[src/rtl/seq_det_ctrl.sv]
// seq_det_ctrl: serial pattern detector with session control.
//
// A session starts from IDLE on `start`. The configuration (pattern, effective
// length, overlap mode, detection limit and window limit) is latched in that
// same cycle. In RUN, one bit of `inp` is accepted every cycle. `det` is a Mealy
// output: it goes high in the cycle whose `inp` completes a match.
// A session ends in one of three ways:
//   - the detection limit is reached: DONE, timeout=0
//   - the window expires:             DONE, timeout=1
//   - abort:                          back to IDLE with no done pulse
//
// Ports:
//   clk      rising-edge clock
//   rst      synchronous reset, active low
//   inp      serial data bit, one per cycle
//   start    session start request (IDLE only)
//   abort    session cancel request (RUN only)
//   cfg_pat  pattern; cfg_pat[len-1] is received first
//   cfg_len  pattern length (0 -> 1, >PAT_W -> PAT_W)
//   cfg_ovl  1 = overlapping detection
//   cfg_max  detections that end the session (0 = unlimited)
//   cfg_win  RUN cycles that end the session (0 = unlimited)
//   det      match in the current RUN cycle
//   busy     state is RUN
//   done     one-cycle pulse on a normal session end
//   timeout  last session ended by window expiry
//   det_cnt  detections in the current or last session
module seq_det_ctrl #(
  parameter int PAT_W = 4,
  parameter int CNT_W = 8
) (
  input  logic             clk,
  input  logic             rst,
  input  logic             inp,
  input  logic             start,
  input  logic             abort,
  input  logic [PAT_W-1:0] cfg_pat,
  input  logic [2:0]       cfg_len,
  input  logic             cfg_ovl,
  input  logic [CNT_W-1:0] cfg_max,
  input  logic [CNT_W-1:0] cfg_win,
  output logic             det,
  output logic             busy,
  output logic             done,
  output logic             timeout,
  output logic [CNT_W-1:0] det_cnt
);

  typedef enum logic [1:0] {
    S_IDLE = 2'd0,
    S_RUN  = 2'd1,
    S_DONE = 2'd2
  } state_t;

  // cfg_len is only 3 bits wide, so the usable length is capped at 7 regardless of PAT_W.
  localparam logic [2:0] LEN_MAX = (PAT_W > 7) ? 3'd7 : 3'(PAT_W);

  state_t           r_state;
  logic [PAT_W-1:0] r_pat;
  logic [2:0]       r_len;
  logic             r_ovl;
  logic [CNT_W-1:0] r_max;
  logic [CNT_W-1:0] r_win;
  // Only the last len-1 bits are ever compared against history, so PAT_W-1 bits suffice.
  logic [PAT_W-2:0] r_hist;
  logic [2:0]       r_bcnt;
  logic [CNT_W-1:0] r_cyc;
  logic [CNT_W-1:0] r_cnt;
  logic             r_timeout;

  logic [2:0]       w_len_eff;
  logic [PAT_W-1:0] w_win;
  logic [PAT_W-1:0] w_mask;
  logic             w_match;
  logic             w_det;
  logic [CNT_W-1:0] w_cnt_inc;
  logic [CNT_W-1:0] w_cyc_inc;
  logic             w_max_hit;
  logic             w_win_hit;

  function automatic logic [CNT_W-1:0] sat_inc_cnt(input logic [CNT_W-1:0] v);
    return (&v) ? v : v + CNT_W'(1);
  endfunction

  function automatic logic [2:0] sat_inc_bits(input logic [2:0] v);
    return (&v) ? v : v + 3'd1;
  endfunction

  always_comb begin
    w_len_eff = cfg_len;
    if (cfg_len == 3'd0)
      w_len_eff = 3'd1;
    else if (cfg_len > LEN_MAX)
      w_len_eff = LEN_MAX;
  end

  // Compare the newest len bits (history followed by the current inp) against the pattern.
  always_comb begin
    w_mask = '0;
    for (int i = 0; i < PAT_W; i++)
      w_mask[i] = (i < int'(r_len));
  end

  assign w_win     = {r_hist, inp};
  assign w_match   = (r_bcnt >= (r_len - 3'd1)) && ((w_win & w_mask) == (r_pat & w_mask));
  assign w_det     = (r_state == S_RUN) && !abort && w_match;
  assign w_cnt_inc = sat_inc_cnt(r_cnt);
  assign w_cyc_inc = sat_inc_cnt(r_cyc);
  assign w_max_hit = w_det && (r_max != '0) && (w_cnt_inc == r_max);
  assign w_win_hit = (r_win != '0) && (w_cyc_inc == r_win);

  always_ff @(posedge clk) begin
    if (!rst) begin
      r_state   <= S_IDLE;
      r_pat     <= '0;
      r_len     <= 3'd0;
      r_ovl     <= 1'b0;
      r_max     <= '0;
      r_win     <= '0;
      r_hist    <= '0;
      r_bcnt    <= 3'd0;
      r_cyc     <= '0;
      r_cnt     <= '0;
      r_timeout <= 1'b0;
    end else begin
      case (r_state)
        S_IDLE: begin
          if (start) begin
            r_pat     <= cfg_pat;
            r_len     <= w_len_eff;
            r_ovl     <= cfg_ovl;
            r_max     <= cfg_max;
            r_win     <= cfg_win;
            r_hist    <= '0;
            r_bcnt    <= 3'd0;
            r_cyc     <= '0;
            r_cnt     <= '0;
            r_timeout <= 1'b0;
            r_state   <= S_RUN;
          end
        end
        S_RUN: begin
          // Abort beats every end condition and freezes the count from earlier cycles.
          if (abort) begin
            r_state <= S_IDLE;
          end else begin
            r_hist <= w_win[PAT_W-2:0];
            r_cyc  <= w_cyc_inc;
            if (w_det) begin
              r_cnt <= w_cnt_inc;
              // Without overlap, restart the bit count so no bit serves two matches.
              r_bcnt <= r_ovl ? sat_inc_bits(r_bcnt) : 3'd0;
            end else begin
              r_bcnt <= sat_inc_bits(r_bcnt);
            end
            // Reaching the detection limit wins over a window expiry in the same cycle.
            if (w_max_hit) begin
              r_state   <= S_DONE;
              r_timeout <= 1'b0;
            end else if (w_win_hit) begin
              r_state   <= S_DONE;
              r_timeout <= 1'b1;
            end
          end
        end
        S_DONE:  r_state <= S_IDLE;
        default: r_state <= S_IDLE;
      endcase
    end
  end

  assign det     = w_det;
  assign busy    = (r_state == S_RUN);
  assign done    = (r_state == S_DONE);
  assign timeout = r_timeout;
  assign det_cnt = r_cnt;

endmodule

[config.mk]
export PLATFORM = sky130hd
export DESIGN_NAME = seq_det_ctrl
export DESIGN_NICKNAME = d
export VERILOG_FILES = /design/src/rtl/seq_det_ctrl.sv
export SDC_FILE = /design/constraint.sdc
export NUM_CORES = 1
export LEC_CHECK = 0
export ABC_AREA = 1
export ABC_CLOCK_PERIOD_IN_PS = 1900
export CAP_MARGIN = 20
export CORE_MARGIN = 1
export CORE_UTILIZATION = 46
export CTS_BUF_LIST = sky130_fd_sc_hd__clkbuf_8
export DETAILED_ROUTE_END_ITERATION = 7
export GPL_TIMING_DRIVEN = 0
export PLACE_DENSITY = 0.72
export RECOVER_POWER = 100
export SYNTH_ARGS = -nofsm -noshare
export SYNTH_HDL_FRONTEND = slang
export SYNTH_SLANG_ARGS = --single-unit
[constraint.sdc]
create_clock -name clk -period 1.9 [get_ports clk]
set_clock_uncertainty 0.1 [all_clocks]
set_input_delay 0.38 -clock clk [delete_from_list [all_inputs] [get_ports clk]]
set_output_delay 0.38 -clock clk [all_outputs]
set_load 0.01 [all_outputs]
==> metrics.md, run 1 <==
| Metric | Value |
|---|---|
| Outcome | finished, violations left |
| Failing checks | negative setup slack |
| Post-synth top area cell | dfxtp_1 |
| Mux cell area share after synthesis | 0 |
| Post-Syn Area | 0.002843 sq mm |
| Largest family of logic cells by synthesized area | simple AND/OR/NAND/NOR gates |
| Initial DRT Pass Iterations | 4 |
| P_int | between 1500 and 2000 uW |
| Cts bufs inserted | 5 |
| Fin nets | roughly 530 |
| Number of global-route vias before repair | 2840 |
| Max Cap Viol | 0 |
| Power per Cell Area | between 500 and 600 mW/mm^2 |
| Critical path's slowest cell | dfxtp_2 |
| Port-buffer cells | 40 |
| Top cell type's share of synthesized area | 0.3451 |
| Fin util | 0.6134 |
| Antenna viol nets, final | 0 |
| WL met3 | ~240 um |
| Wirelength, routed | approximately 7400 um |
| Synth cell types | 25 |
| Met2 WL post-DR | around 3600 um |
| Syn avg cell area | around 6.4 sq um |
| Initial Utilization | 0.4773 |
| Root Driver | clkbuf_8 |
| Final Critical Period | about 2.4 ns |
| Period utilization | 1.257 |
| Critical path's largest stage delay | 0.36 ns |
| Sequential area share after synthesis | 0.3451 |
| Slew HR | 0.5678 |
| Fillers | 580 |
| Tot GR Track Use | 0.2478 |
| Clk sink count | 49 |
| Worst slew pin tran | 0.6483 ns |
| FMAX | 418.6 MHz |
| Core box area | approximately 0.006 sq mm |
| Area of the multi-input gates | approximately 0.0017 sq mm |
| Row count | 28 |
| Crit Path Max Fanout | 3 |
| CP Cell Sequence | inv_2 -> ha_4 -> xnor2_2 -> ha_1 -> nand2_1 -> o211ai_1 -> nand3_2 -> clkinv_4 -> buf_6 |
| Grt total ovfl | 0 |
| Static Leak | ~0.0015 uW |
| WS Path Type | register to primary output |
| Initial antenna violation count | 0 |
| Crit path buffers/inverters | 3 |
| Sw Pwr | ~640 uW |
| Maximum clock path buffer count | 2 |
| Post-Synth Adder-Cell Area | 0.03521 |
| Synth area leaders | dfxtp_1, nand2_1, nand3_1 |
| M1 WL | about 3400 um |
| Worst setup EP type | primary output |
| Setup slack after layout | -0.4890 ns |
| Vias/cell | approximately 5.3 |
| Chip height | slightly above 80 um |
| Layout cells sized above 1 | 0.1348 |
| Drt wl/cell | 12.96 um |
| R2R Setup Slk | -0.34 ns |
| Largest net degree at the start of global routing | 14 |
| Global-route wire length before repair | approximately 12000 um |
| H-tree levels | 2 |
| Slew Limit Fails | 0 |
| CP arrival | 1.91 ns |
| Combinational Power Share | 0.201 |
| 1st-iter DRT viols | approximately 120 |
| Synth Area in XOR/XNOR | 0.01232 |
| Sw frac | 0.2980 |
| WP data required | around 1.4 ns |
| Top Metal Used | met4 |
| RSZ-0062 raised after global routing | true |
| Total die area | ~0.0065 sq mm |
| Min-delay worst type | register to register |
| Ports | a little over 40 |
| Number of synthesized register bits | between 40 and 50 |
| Synth Instances | roughly 440 |
| Final number of hold-violating endpoints | 0 |
| CP delay by family, top | adder cells |
| Sequential share of power | 0.524 |
| Final setup violation count | 25 |
| Via Count | between 3000 and 4000 |
| Leading cell types in the layout, fill and taps excluded | nand2_1, inv_1, nand3_1 |
| Hold WS | 0.3818 ns |
| Area delta synth->final | 28.52% |
| GPL Wtd Cong | 0.8847 |
| Worst VDD drop | around 0.37 mV |
| DRC errors left | 0 |
| Syn Nets | roughly 480 |
| CTS tree | built |
| Skew-Pair Late Insertion Delay | 0.30 ns |
| Clock network fraction of design power | 0.275 |
| Hold_buf cts | 0 |
| Compound-cell area share of the yosys netlist | 0.1523 |
| Reg clk slew, reported paths | ~0.090 ns |
| Most common cell after layout, fill and taps aside | nand2_1 |
| Die width | approximately 81 um |
| Yosys warnings | 0 |
| N_diodes | 0 |
| DP Wirelength | 5467 um |
| Crit start category | register |
| Fraction of the mapped netlist area in simple logic gates | 0.3508 |
| Reg area | about 990 sq um |
-- per-layer routing --
layer / track usage / up-vias
met4: 0.09286 / 0
li1: - / 1554
met2: 0.4449 / 55
met3: 0.03977 / 16
met5: 0 / -
met1: 0.2922 / 1384
-- power by group through the flow --
stage | Combinational [uW] | Clock [uW] | Sequential, uW
final | 435 | 594 | 1130
after global routing | 488 | 647 | 1140
after CTS | 411 | 605 | 1130
after detailed placement | 394 | 0 | 1150
after global placement | 384 | 0 | 1150
after floorplan | 250 | 0 | 1140
-- state kept, by name, indices dropped and copies added (netlist names) --
register / flops
r_ovl: 1
timeout: 1
r_hist: 3
det_cnt: 8
r_win: 8
r_bcnt: 3
r_state: 2
r_pat: 4
r_len: 3
r_cyc: 8
r_max: 8
-- tightest hold or removal path, delay by kind of cell, from the launching register on --
| family | cells | cell delay, ns |
|---|---|---|
| flip-flops | 1 | 0.31 |
| AO/OA/AOI/OAI | 1 | 0.06 |
| buffers and inverters | 1 | 0.08 |
-- synth_stat cells --
library cell / number
buf_2: 6
nand4_1: 5
buf_6: 2
xnor2_1: 4
a31oi_1: 1
nor2_2: 3
clkinv_1: 2
nor4_1: 4
nand3_1: 58
o211ai_1: 1
o21ai_0: 27
o21bai_1: 3
nor2_1: 27
inv_2: 1
inv_1: 55
ha_1: 8
clkbuf_1: 7
a211oi_1: 3
nand2_2: 2
dfxtp_1: 49
a21oi_1: 46
nand3_2: 3
a21oi_2: 1
nand2_1: 121
nor2_4: 3
-- cell families after synthesis --
group                      Yosys count
DFF                                 49
adders and majority gates            8
buffers and inverters               73
and+or+nand+nor                    226
xor gates and xnor gates             4
AOI/OAI and AO/OA                   82
-- final timing paths --
check / start / end / depth (start not counted)
worst max-delay path: r_len[1] / det / 9
worst min-delay path: r_ovl / r_ovl / 2
worst max register to register: r_len[1] / det_cnt[0] / 13
worst min register to register: r_ovl / r_ovl / 2
-- area by class of cell --
| class | count | share of cell area |
|---|---|---|
| Multi-Input combinational cell | 320 | 0.4692 |
| Sequential cell | 49 | 0.2716 |
| Timing Repair Buffer | 46 | 0.1240 |
| Inverter | 58 | 0.06301 |
| Tap cell | 75 | 0.02568 |
| Buffer | 15 | 0.02158 |
| Clock buffer | 5 | 0.01884 |
| Clock inverter | 3 | 0.003082 |
| Timing Repair inverter | 1 | 0.003082 |
-- per-stage QoR --
stage,total power [uW],std cells,cell area (sq um),setup slack [ns],TNS [ns]
floorplan,1393,442,2872,-0.03842,-0.08913
global placement,1538,557,3366,-0.7728,-8.452
detailed placement,1548,557,3366,-0.7488,-9.639
CTS,2147,571,3528,-0.5001,-4.879
global route,2273,572,3654,-0.5942,-11.54
finish,2161,572,3654,-0.4890,-6.625
-- what timing repair did --
| item | 4_1_cts | 5_1_grt |
|---|---|---|
| gates resized for setup | 16 | 37 |
| hold endpoints to repair | 0 | 0 |
| pin swaps | 5 | 9 |
| gates cloned | 0 | 1 |
| setup endpoints to repair | 27 | 27 |
| setup buffers | 6 | 2 |
(Power assumes the default switching activity.)
==> run 2, diff against run 1 <==
Settings changed: PLACE_DENSITY 0.72 to not set, PLACE_DENSITY_LB_ADDON set to 0.25, SKIP_LAST_GASP set to 1.
==> run 2 against run 1 <==
The flow still finishes with violations (negative setup slack). Die area unchanged. Sequential share of layout area is 0.15 points lower. Sequential power barely moved. Wire length is 2.2% higher. Core utilization increased by 0.25 points. Combinational power rose by 3%. Fmax decreased by 0.96%. Critical endpoint unchanged.
==> metrics.md, run 2 (synthesized netlist as in run 1, its figures left out) <==
| Metric | Value |
|---|---|
| Row count | 28 |
| Outcome | finished, violations left |
| Initial Utilization | 0.4773 |
| WP data required | approximately 1.4 ns |
| Via Count | roughly 3000 |
| Core box area | between 0.005 and 0.006 sq mm |
| Ports | a little over 40 |
| Clk sink count | between 40 and 50 |
| Layout cells sized above 1 | 0.1397 |
| Design Power | between 2000 and 2500 uW |
| Power per Cell Area | ~610 mW/mm^2 |
| Number of global-route vias before repair | between 2000 and 3000 |
| Area delta synth->final | 29.05% |
| Reg clk slew, reported paths | ~0.1 ns |
| Drt wl/cell | 13.16 um |
| N_diodes | 0 |
| RSZ-0062 raised after global routing | true |
| Period utilization | 1.270 |
| CTS tree | built |
| Vias/cell | approximately 5.3 |
| GPL Wtd Cong | ~0.89 |
| Post-layout instance area | 0.003669 sq mm |
| Final TNS setup | -6.983 ns |
| Met2 WL post-DR | 3701 um |
| Hold WS | slightly below 0.4 ns |
| Skew-Pair Late Insertion Delay | about 0.32 ns |
| Crit Path Max Fanout | 3 |
| Slew Limit Fails | 0 |
| Setup slack after layout | -0.5123 ns |
| Grt total ovfl | 0 |
| CP arrival | 1.93 ns |
| Worst VDD drop | 0.4164 mV |
| Leading cell types in the layout, fill and taps excluded | nand2_1, nand3_1, inv_1 |
| Initial antenna violation count | 0 |
| Final Critical Period | 2.412 ns |
| Port-buffer cells | 40 |
| WS Path Type | register to primary output |
| Top Metal Used | met4 |
| FMAX | between 400 and 500 MHz |
| Static Leak | between 0.001 and 0.0015 uW |
| Final number of hold-violating endpoints | 0 |
| Reg area | just under 0.001 sq mm |
| Area of the multi-input gates | around 0.0017 sq mm |
| Fillers | ~560 |
| Min-delay worst type | register to register |
| Maximum clock path buffer count | 2 |
| M1 WL | roughly 3400 um |
| Tot GR Track Use | 0.2479 |
| Crit start category | register |
| Worst slew pin tran | a little under 0.6 ns |
| Largest net degree at the start of global routing | 17 |
| Root Driver | clkbuf_8 |
| Final setup violation count | 25 |
| Die width | between 80 and 90 um |
| Worst setup EP type | primary output |
| Wirelength, routed | 7579 um |
| Most common cell after layout, fill and taps aside | nand2_1 |
| Antenna viol nets, final | 0 |
| Fin nets | around 540 |
| Slew HR | 0.6103 |
| Fin util | 0.6160 |
| Max Cap Viol | 0 |
| Global-route wire length before repair | 12330 um |
| Initial DRT Pass Iterations | 4 |
| Total die area | about 0.0065 sq mm |
| WL met3 | ~380 um |
| 1st-iter DRT viols | ~130 |
| Placed Area | 0.003366 sq mm |
| Cts bufs inserted | 5 |
| Failing checks | negative setup slack |
| DRC errors left | 0 |
| Chip height | 80.61 um |
| H-tree levels | 2 |
| DP Wirelength | between 5000 and 6000 um |
run 2: critical path, stage by stage, from the launching register on:
cell and delay [ns]:
dfxtp_2 0.36, inv_2 0.06, ha_4 0.17, xnor2_4 0.13
ha_4 0.29, nand2_2 0.04, o211ai_1 0.21, nand3_2 0.16
clkinv_4 0.09, buf_6 0.10
run 2: area by class of cell:
| class | instances | area share |
|---|---|---|
| plain buffers | 15 | 0.02251 |
| clock buffers | 5 | 0.01876 |
| clock inverters | 3 | 0.005798 |
| inverters | 58 | 0.06139 |
| multi-input cells | 320 | 0.4604 |
| flip-flops and latches | 49 | 0.2701 |
| well taps | 75 | 0.02558 |
| repair buffers | 50 | 0.1334 |
| repair inverters | 1 | 0.002046 |
run 2: routing by layer:
| metal | GRT usage | vias to the layer above |
|---|---|---|
| met4 | 0.06429 | 0 |
| met5 | 0 | - |
| met1 | 0.3126 | 1400 |
| met3 | 0.05000 | 8 |
| met2 | 0.4263 | 65 |
| li1 | - | 1559 |
run 2: path summary, 6_finish.rpt:
path         startpoint  depth (start not counted)  slack, ns  endpoint
min             timeout                          2       0.39   timeout
min reg2reg     timeout                          2       0.39   timeout
max            r_len[0]                          9      -0.51       det
max reg2reg    r_len[0]                         15      -0.48   timeout
run 2: through the flow:
stage               setup slack (ns)  instances
floorplan                   -0.03842        442
global placement             -0.7566        557
detailed placement           -0.7649        557
CTS                          -0.4809        574
global route                 -0.5919        576
finish                       -0.5123        576
run 2: what timing repair did:
action | 4_1_cts | 5_1_grt
hold buffers | 0 | 0
pin swaps | 5 | 4
cloned | 1 | 0
buffers inserted | 8 | 2
endpoints found under the hold margin | 0 | 0
resized for setup | 17 | 24
endpoints found under the setup margin | 27 | 29
run 2: power by group:
part,switching (uW),leakage [uW],internal (uW)
combinational,251,0.00100,198
clock,387,0.0000445,262
sequential,47.7,0.000405,1080
==> run 3, diff against run 2 <==
Settings changed: CAP_MARGIN 20 to not set, CTS_BUF_LIST sky130_fd_sc_hd__clkbuf_8 to sky130_fd_sc_hd__clkbuf_4.
==> run 3 against run 2 <==
The flow still finishes with violations (negative setup slack). Register-to-register slack is essentially flat. Sequential share of layout area up 0.74 points. Die area is the same. Global-route usage about the same. Total power down 6.7%. Setup slack lost 0.051 ns. Via count grew 0.26%. Final cell count is 0.17% lower. Wire length shrank 0.15%. Hold slack better by 0.0034 ns. Design area shrank 2.4%.
==> metrics.md, run 3 (synthesized netlist as in run 1, its figures left out) <==
| Metric | Value |
|---|---|
| GPL Wtd Cong | ~0.89 |
| Crit Path Max Fanout | 3 |
| Reg clk slew, reported paths | approximately 0.16 ns |
| Number of global-route vias before repair | roughly 2700 |
| Core box area | just under 0.006 sq mm |
| Crit start category | register |
| Final setup violation count | 15 |
| Design Power | between 2000 and 2500 uW |
| Initial antenna violation count | 0 |
| Most common cell after layout, fill and taps aside | nand2_1 |
| WP data required | ~1.4 ns |
| Fin nets | about 540 |
| Maximum clock path buffer count | 2 |
| Port-buffer cells | 40 |
| Power per Cell Area | 581.1 mW/mm^2 |
| Final Critical Period | ~2.5 ns |
| Tot GR Track Use | 0.2480 |
| Worst reg2reg endpoint | timeout |
| Wirelength, routed | roughly 7600 um |
| Ports | a little over 40 |
| Vias/cell | 5.287 |
| Min-delay worst type | register to register |
| Hold_buf cts | 0 |
| Post-layout instance area | 0.003580 sq mm |
| Hold WS | 0.3920 ns |
| Skew-Pair Late Insertion Delay | slightly below 0.4 ns |
| Total die area | roughly 0.0065 sq mm |
| Via Count | a little over 3000 |
| Area delta synth->final | 25.92% |
| Root Driver | clkbuf_4 |
| Fillers | around 570 |
| Drt wl/cell | between 10 and 15 um |
| Worst slew pin tran | 0.6431 ns |
| DRC errors left | 0 |
| Reg area | 993.5 sq um |
| H-tree levels | 2 |
| Area of the multi-input gates | approximately 0.0016 sq mm |
| Max Cap Viol | 0 |
| Placed Area | between 0.003 and 0.004 sq mm |
| Hold Path End | timeout |
| Period utilization | 1.297 |
| 1st-iter DRT viols | ~170 |
| Outcome | finished, violations left |
| Static Leak | approximately 0.0014 uW |
| Die width | 80.61 um |
| Layout cells sized above 1 | 0.1280 |
| Non-filler instance count after layout | 575 |
| Initial Utilization | 0.4773 |
| Slew Limit Fails | 0 |
| Final number of hold-violating endpoints | 0 |
| Global-route wire length before repair | 12300 um |
| Cell count after placement | 557 |
| DP Wirelength | about 5400 um |
| Setup slack after layout | -0.5636 ns |
| Largest net degree at the start of global routing | 17 |
| Critical R2R Launch | r_len[0] |
| FMAX | approximately 400 MHz |
| Leading cell types in the layout, fill and taps excluded | nand2_1, nand3_1, inv_1 |
| Cts bufs inserted | 5 |
| Worst VDD drop | around 0.39 mV |
| Worst setup EP type | primary output |
| Chip height | slightly above 80 um |
| R2R Setup Slk | -0.47 ns |
| Reg2Reg Depth | 15 |
| Hold wc startpoint | timeout |
| CP arrival | 1.98 ns |
| Initial DRT Pass Iterations | 5 |
| Grt total ovfl | 0 |
| Clk sink count | between 40 and 50 |
| CTS tree | built |
| Failing checks | negative setup slack |
| N_diodes | 0 |
| Row count | 28 |
| Slew HR | 0.5673 |
| Hold depth | 2 |
| RSZ-0062 raised after global routing | true |
| Antenna viol nets, final | 0 |
| WS Path Type | register to primary output |
[run 3: area by class of cell]
type                       count  area share
buffer                        15     0.02272
clock buffer                   5     0.01049
clock inverter                 3    0.005942
inverter                      58     0.06292
multi-input combinational    320      0.4586
sequential                    49      0.2775
tap                           75     0.02621
timing repair buffer          49      0.1335
timing repair inverter         1    0.002097
[run 3: worst max-delay path by stage]
stage                     startpoint  slack (ns)  endpoint
after CTS                   r_len[0]       -0.57       det
after detailed placement    r_len[0]       -0.76       det
final                       r_len[0]       -0.56       det
after global routing        r_len[0]       -0.68       det
after floorplan             r_len[0]       -0.04       det
after global placement      r_len[0]       -0.76       det
[run 3: report_power, final]
group	internal, uW	switching (uW)
Sequential	1090	45.9
Clock	147	373
Combinational	185	244
[run 3: what timing repair did]
action                                  4_1_cts  5_1_grt
endpoints found under the setup margin       30       25
cloned                                        1        0
gates resized for setup                      23       15
pin swaps                                     5        5
buffers inserted                              9        2
[run 3: metrics by stage]
step / setup slack (ns) / TNS, ns / util
after CTS: -0.5720 / -6.305 / 0.5960
after global routing: -0.6830 / -8.324 / 0.6011
after global placement: -0.7566 / -7.787 / 0.5651
after floorplan: -0.03842 / -0.08913 / -
after detailed placement: -0.7649 / -8.514 / 0.5651
final: -0.5636 / -5.661 / 0.6011
[run 3: critical path: stages (launching register included)]
cell      delay (ns)
dfxtp_2         0.37
inv_2           0.05
ha_4            0.15
xnor2_1         0.12
ha_1            0.31
nand2_1         0.05
o211ai_1        0.21
nand3_2         0.15
clkinv_4        0.08
buf_6           0.09
[run 3: routing by layer]
layer  track usage  vias up  share of wire
met5             0        -              0
met4       0.09464        0          0.015
met3       0.04091        8          0.051
met2        0.4203       95           0.49
met1        0.3115     1383           0.45
li1              -     1554              -
